==> config.mk <==
export PLATFORM = sky130hd
export DESIGN_NAME = spell_sram_wb_bridge
export DESIGN_NICKNAME = d
export VERILOG_FILES = /design/src/rtl/spell_sram_wb_bridge_pkg.sv /design/src/rtl/spell_sram_rd_cache.sv /design/src/rtl/spell_sram_wb_bridge.sv
export SDC_FILE = /design/constraint.sdc
export NUM_CORES = 1
export LEC_CHECK = 0
export CELL_PAD_IN_SITES_DETAIL_PLACEMENT = 0
export CELL_PAD_IN_SITES_GLOBAL_PLACEMENT = 1
export CORE_ASPECT_RATIO = 0.6
export CORE_MARGIN = 8
export CORE_UTILIZATION = 31
export DETAILED_ROUTE_END_ITERATION = 6
export GPL_TIMING_DRIVEN = 0
export PLACE_DENSITY_LB_ADDON = 0.1
export SLEW_MARGIN = 20
export SYNTH_ARGS = -nofsm -noshare
export SYNTH_HDL_FRONTEND = slang
export SYNTH_SLANG_ARGS = --single-unit
==> constraint.sdc <==
create_clock -name clock -period 2.8 [get_ports clock]
set_clock_uncertainty 0.2 [all_clocks]
set_input_delay 0.28 -clock clock [delete_from_list [all_inputs] [get_ports clock]]
set_output_delay 0.28 -clock clock [all_outputs]
set_load 0.02 [all_outputs]
==> src/rtl/spell_sram_wb_bridge_pkg.sv <==
// Shared types and constants for the SPELL SRAM Wishbone bridge.
// The optional read buffer is enabled by defining SPELL_SRAM_READ_CACHE_EN.
package spell_sram_wb_bridge_pkg;

  localparam int DATA_W = 32;
  localparam int SEL_W  = 4;

  // Legal range of the macro's read latency (edges from sample to dout valid)
  localparam int RL_MIN = 1;
  localparam int RL_MAX = 3;

  typedef enum logic [1:0] {
    ST_IDLE = 2'd0,
    ST_CMD  = 2'd1,
    ST_WAIT = 2'd2,
    ST_ACK  = 2'd3
  } state_e;

  // Wide enough to count down from RL_MAX-1
  typedef logic [1:0] wait_cnt_t;

endpackage

==> src/rtl/spell_sram_rd_cache.sv <==
// One-entry read buffer {valid, addr, data} for the SPELL SRAM bridge.
// Only instantiated when SPELL_SRAM_READ_CACHE_EN is defined.
module spell_sram_rd_cache
  import spell_sram_wb_bridge_pkg::*;
#(
  parameter int ADDR_WIDTH = 9
) (
  input  logic                  clock,
  input  logic                  reset,
  input  logic                  clear,
  input  logic                  fill,
  input  logic [ADDR_WIDTH-1:0] fill_addr,
  input  logic [DATA_W-1:0]     fill_data,
  input  logic [ADDR_WIDTH-1:0] lookup_addr,
  output logic                  hit,
  output logic [DATA_W-1:0]     rd_data
);

  logic                  valid;
  logic [ADDR_WIDTH-1:0] tag;
  logic [DATA_W-1:0]     data;

  // Clear wins over fill; the bridge never raises both in the same cycle
  always_ff @(posedge clock or negedge reset) begin
    if (!reset) begin
      valid <= 1'b0;
      tag   <= '0;
      data  <= '0;
    end else if (clear) begin
      valid <= 1'b0;
    end else if (fill) begin
      valid <= 1'b1;
      tag   <= fill_addr;
      data  <= fill_data;
    end
  end

  assign hit     = valid && (tag == lookup_addr);
  assign rd_data = data;

endmodule

==> src/rtl/spell_sram_wb_bridge.sv <==
// Wishbone classic slave -> single-port OpenRAM macro bridge.
// FSM IDLE -> CMD -> (WAIT x READ_LATENCY) -> ACK; all bus/RAM outputs registered.
// Define SPELL_SRAM_READ_CACHE_EN to add a one-entry read buffer.
module spell_sram_wb_bridge
  import spell_sram_wb_bridge_pkg::*;
#(
  parameter int ADDR_WIDTH   = 9,
  parameter int READ_LATENCY = 1
) (
  input  logic                  clock,
  input  logic                  reset,
  input  logic                  wb_cyc_i,
  input  logic                  wb_stb_i,
  input  logic                  wb_we_i,
  input  logic [SEL_W-1:0]      wb_sel_i,
  input  logic [31:0]           wb_adr_i,
  input  logic [DATA_W-1:0]     wb_dat_i,
  output logic [DATA_W-1:0]     wb_dat_o,
  output logic                  wb_ack_o,
  output logic                  ram_csb0,
  output logic                  ram_web0,
  output logic [SEL_W-1:0]      ram_wmask0,
  output logic [ADDR_WIDTH-1:0] ram_addr0,
  output logic [DATA_W-1:0]     ram_din0,
  input  logic [DATA_W-1:0]     ram_dout0
);

  if (READ_LATENCY < RL_MIN || READ_LATENCY > RL_MAX) begin : g_rl_check
    $error("spell_sram_wb_bridge: READ_LATENCY out of range 1..3");
  end

  state_e    state_q, state_d;
  wait_cnt_t cnt_q, cnt_d;

  logic [DATA_W-1:0]     dat_d;
  logic                  ack_d, csb_d, web_d;
  logic [SEL_W-1:0]      wmask_d;
  logic [ADDR_WIDTH-1:0] addr_d;
  logic [DATA_W-1:0]     din_d;

  logic req, in_range, hit_rd;
  logic cache_hit, cache_clear, cache_fill;
  logic [DATA_W-1:0] cache_data;

  assign req      = wb_cyc_i & wb_stb_i;
  assign in_range = ~|wb_adr_i[31:ADDR_WIDTH];
  assign hit_rd   = cache_hit & in_range & ~wb_we_i;

`ifdef SPELL_SRAM_READ_CACHE_EN
  spell_sram_rd_cache #(.ADDR_WIDTH(ADDR_WIDTH)) u_rd_cache (
    .clock       (clock),
    .reset       (reset),
    .clear       (cache_clear),
    .fill        (cache_fill),
    .fill_addr   (ram_addr0),
    .fill_data   (ram_dout0),
    .lookup_addr (wb_adr_i[ADDR_WIDTH-1:0]),
    .hit         (cache_hit),
    .rd_data     (cache_data)
  );
`else
  assign cache_hit  = 1'b0;
  assign cache_data = '0;
`endif

  // State register
  always_ff @(posedge clock or negedge reset) begin
    if (!reset) state_q <= ST_IDLE;
    else        state_q <= state_d;
  end

  // Next-state: out-of-range and buffer hits skip the macro entirely
  always_comb begin
    state_d = state_q;
    case (state_q)
      ST_IDLE: if (req) state_d = (!in_range || hit_rd) ? ST_ACK : ST_CMD;
      ST_CMD:  if (!wb_cyc_i)    state_d = ST_IDLE;
               else if (!ram_web0) state_d = ST_ACK;
               else              state_d = ST_WAIT;
      ST_WAIT: if (!wb_cyc_i)    state_d = ST_IDLE;
               else if (cnt_q == '0) state_d = ST_ACK;
      ST_ACK:  state_d = ST_IDLE;
      default: state_d = ST_IDLE;
    endcase
  end

  // Next values of registered outputs; csb/web/wmask fall back to idle levels
  always_comb begin
    ack_d       = 1'b0;
    dat_d       = wb_dat_o;
    csb_d       = 1'b1;
    web_d       = 1'b1;
    wmask_d     = '0;
    addr_d      = ram_addr0;
    din_d       = ram_din0;
    cnt_d       = cnt_q;
    cache_clear = 1'b0;
    cache_fill  = 1'b0;
    case (state_q)
      ST_IDLE: if (req) begin
        cache_clear = wb_we_i;
        if (!in_range) begin
          ack_d = 1'b1;
          if (!wb_we_i) dat_d = '0;
        end else if (hit_rd) begin
          ack_d = 1'b1;
          dat_d = cache_data;
        end else begin
          csb_d   = 1'b0;
          web_d   = ~wb_we_i;
          wmask_d = wb_we_i ? wb_sel_i : '0;
          addr_d  = wb_adr_i[ADDR_WIDTH-1:0];
          din_d   = wb_dat_i;
        end
      end
      ST_CMD: begin
        if (!wb_cyc_i)      cache_clear = 1'b1;
        else if (!ram_web0) ack_d = 1'b1;
        else                cnt_d = wait_cnt_t'(READ_LATENCY - 1);
      end
      ST_WAIT: begin
        if (!wb_cyc_i) begin
          cache_clear = 1'b1;
        end else if (cnt_q == '0) begin
          ack_d      = 1'b1;
          dat_d      = ram_dout0;
          cache_fill = 1'b1;
        end else begin
          cnt_d = cnt_q - 1'b1;
        end
      end
      default: ;
    endcase
  end

  // Output and wait-counter registers
  always_ff @(posedge clock or negedge reset) begin
    if (!reset) begin
      wb_ack_o   <= 1'b0;
      wb_dat_o   <= '0;
      ram_csb0   <= 1'b1;
      ram_web0   <= 1'b1;
      ram_wmask0 <= '0;
      ram_addr0  <= '0;
      ram_din0   <= '0;
      cnt_q      <= '0;
    end else begin
      wb_ack_o   <= ack_d;
      wb_dat_o   <= dat_d;
      ram_csb0   <= csb_d;
      ram_web0   <= web_d;
      ram_wmask0 <= wmask_d;
      ram_addr0  <= addr_d;
      ram_din0   <= din_d;
      cnt_q      <= cnt_d;
    end
  end

endmodule

==> results.yml <==
status:
  status: "completed"
yosys:
  synth.distinct_cells: 31
  synth_top_area_share_pct: 55.65
  yosys.area.top_type: "dfrtp_1"
  synth_common_cells: "dfrtp_1 (82), mux2_4 (40), nand3_1 (35), o2bb2ai_1 (32), clkbuf_1 (13)"
  yosysSeqAreaShare_pct: 57.07
  async_flop_share_pct: 100.0
  synth-seq-cells: 84
  yosys.area_share.adder_pct: 2.036
  synthTopCellsByArea: "dfrtp_1 (56%), mux2_4 (16%), o2bb2ai_1 (7.6%)"
  yosys.area_share.simple_pct: 9.908
  synth_edf_count: 0
  synthMuxAreaShare_pct: 16.59
  yosysWarnings: 0
  synth_top_family_by_area: "multiplexers"
  synth_xor_area_share_pct: 0
  syn_avg_cell_area_um2: 13.86
  yosysMostFrequentCell: "dfrtp_1"
  synth_nets: 377
  synth.cell_area_um2: 3687
  synth_ff_type: "dfrtp_1"
  synth_compound_gate_area_share_pct: 9.773
  synthCells: 266
pwr:
  p_leak_nw: 2.666
  p_total_mw: 4.363
  powerDensity_nw_per_um2: 717.1
  peakVddDrop_mv: 0.3121
cells_and_area:
  layout-drive-gt1-share_pct: 14.96
  post-route-util_pct: 51.43
  layout.nets: 574
  instances_no_fill: 633
  area_growth_pct: 65.02
  diodes: 0
route:
  wire_per_inst_um: 17.90
  antenna_left: 0
  firstDrtPassIters: 4
  drc_errors: 0
  drt_iter0_markers: 71
  viasPerCell: 4.477
  via_count: 2834
  wl_mm: 11.33
global_route:
  grt_pass1_vias: 3097
  use_met2_pct: 20.45
  met1_usage_pct: 19.17
  grt_pass1_wl_mm: 17.57
  grt.busiest_layer: "met2"
  grt_max_degree: 54
  grt_util_all_layers_pct: 14.43
  use_met3_pct: 7.149
  grt_overflow_total: 0
  grt_antenna_before_repair: 0
die:
  rows: 31
  io_pins: 185
  die-area_um2: 15760
  chipWidth_um: 156.8
  core-area_um2: 11830
  die_h_um: 100.5
  start_util_pct: 31.17
clocking:
  clockBufferDepth: 2
  worstSkewPairLatency_ps: 330
  cts_tree: "done"
  cts_setup_buffers: 0
  cts_root_buf: "clkbuf_16"
  htree_levels: 3
  cts_buffers: 9
  clk_pin_slew_ps: 60
  clock-sinks: 84
critical_path:
  crit_buf_inv: 3
  cpMostUsedCell: "inv_1"
  crit_path_end_kind: "register"
  cp_max_fo: 10
  slowest_stage: "o31ai_1"
  path_cells: "inv_1 > ha_1 > inv_1 > o31ai_1 > clkbuf_1 > o2bb2ai_1"
  slowest_delay_ps: 660
  crit_required_ps: 2850
  worst_ep_arrival_time_ps: 2590
  r2r_slack_ps: 260
  cpLargestDelayFamily: "compound AO/OA/AOI/OAI gates"
  path_class: "register to register"
  cp-start-kind: "register"
placement:
  dp_cells: 616
  gp_congestion: 0.7734
  port_buffers: 184
  dp_hpwl_mm: 8.503
timing:
  setup-tns-final_ps: 0
  period_share_pct: 90.58
  grt_setup_unrepaired: "false"
  min_period_ps: 2536
  relSlewSlack_pct: 51.25
  hold_viol: 0
  clock.fmax_ghz: 0.3943
  tightest_slew_ps: 725.1
  slew_violations: 0
  setup_viol: 0
worst_hold_path:
  hold_class: "primary input to async pin"
run:
  cap_viol_max_count: 0
-- power breakdown --
| group | switching [mW] | internal, mW |
|---|---|---|
| registers | 0.128 | 1.44 |
| logic | 0.837 | 0.737 |
| clock network | 0.502 | 0.718 |
| total | 1.47 | 2.90 |
-- through the flow --
| stage | setup slack, ps | hold WS, ps | area [um2] |
|---|---|---|---|
| finish | 263.9 | 234.8 | 6085 |
| global route | 80.26 | 276.3 | 6085 |
| CTS | 170.2 | 246.2 | 6077 |
| detailed placement | -132.8 | 63.26 | 5761 |
| global placement | -2046 | 264.5 | 5736 |
| floorplan | 571.2 | -215.6 | 3687 |
-- layout by cell type, fill, tap and decap left out, types with 2 or more instances in the layout --
master           instances
nand2b_1                 2
dfstp_2                  2
nand2_1                  5
nor3_1                   3
nor4_1                   2
clkbuf_1                14
inv_1                    8
ha_1                     6
a21oi_1                  2
nor2_1                   3
mux2_4                  40
nor4_2                   3
o21ai_0                  5
and2_1                   5
o31ai_1                  2
clkinvlp_4               2
o2bb2ai_1               32
buf_12                   4
dfrtp_1                 82
clkdlybuf4s50_1        183
nand3_1                 35
clkbuf_16                9
-- layout make-up --
class,count,area [um2]
Timing Repair Buffer,186,1877
Clock buffer,11,242.7
Multi-Input combinational cell,156,1425
Clock inverter,5,58.81
Sequential cell,84,2105
Inverter,8,30.03
Buffer,18,140.1
Tap cell,165,206.4
Fill cell,1047,5746
-- kinds of logic after synthesis --
kind of cell    Yosys count
flops                    84
mux                      41
compound gates           45
fa+ha+maj                 6
simple gates             64
buf+inv                  26
-- worst register-to-register path, stage by stage (launching register included) --
cell and delay (ps):
dfrtp_1 430, inv_1 120, ha_1 260, inv_1 130, o31ai_1 660, clkbuf_1 480, o2bb2ai_1 180
-- what timing repair did --
item | CTS | global route
hold endpoints to repair | 31 | 0
endpoints found under the setup margin | 30 | 8
resized for setup | 1 | 1
hold buffers | 1 | 0
-- registers in the layout, indices dropped and copies added, names as in the netlist --
register	cells
cnt_q	2
ram_addr0	9
ram_csb0	1
ram_din0	32
ram_web0	1
ram_wmask0	4
state_q	2
wb_ack_o	1
wb_dat_o	32
-- per-layer routing --
| layer | part of all wire (%) | up-vias |
|---|---|---|
| met4 | 0.85 | 0 |
| met5 | 0 | - |
| met2 | 42 | 102 |
| met1 | 47 | 1346 |
| li1 | - | 1377 |
| met3 | 11 | 9 |
-- worst paths after layout --
check                                            start                       end  cells past startpoint
min in group clock                cnt_q[1]$_DFFE_PN0P_      cnt_q[1]$_DFFE_PN0P_                      2
worst max-delay path            state_q[1]$_DFFE_PN0P_  wb_dat_o[23]$_DFFE_PN0P_                      6
worst min-delay path                             reset  ram_din0[19]$_DFFE_PN0P_                      2
worst max register to register  state_q[1]$_DFFE_PN0P_  wb_dat_o[23]$_DFFE_PN0P_                      6
max in group asynchronous                        reset        ram_web0$_DFF_PN1_                      3
worst min register to register    cnt_q[1]$_DFFE_PN0P_      cnt_q[1]$_DFFE_PN0P_                      2
(Power assumes the default switching activity.)
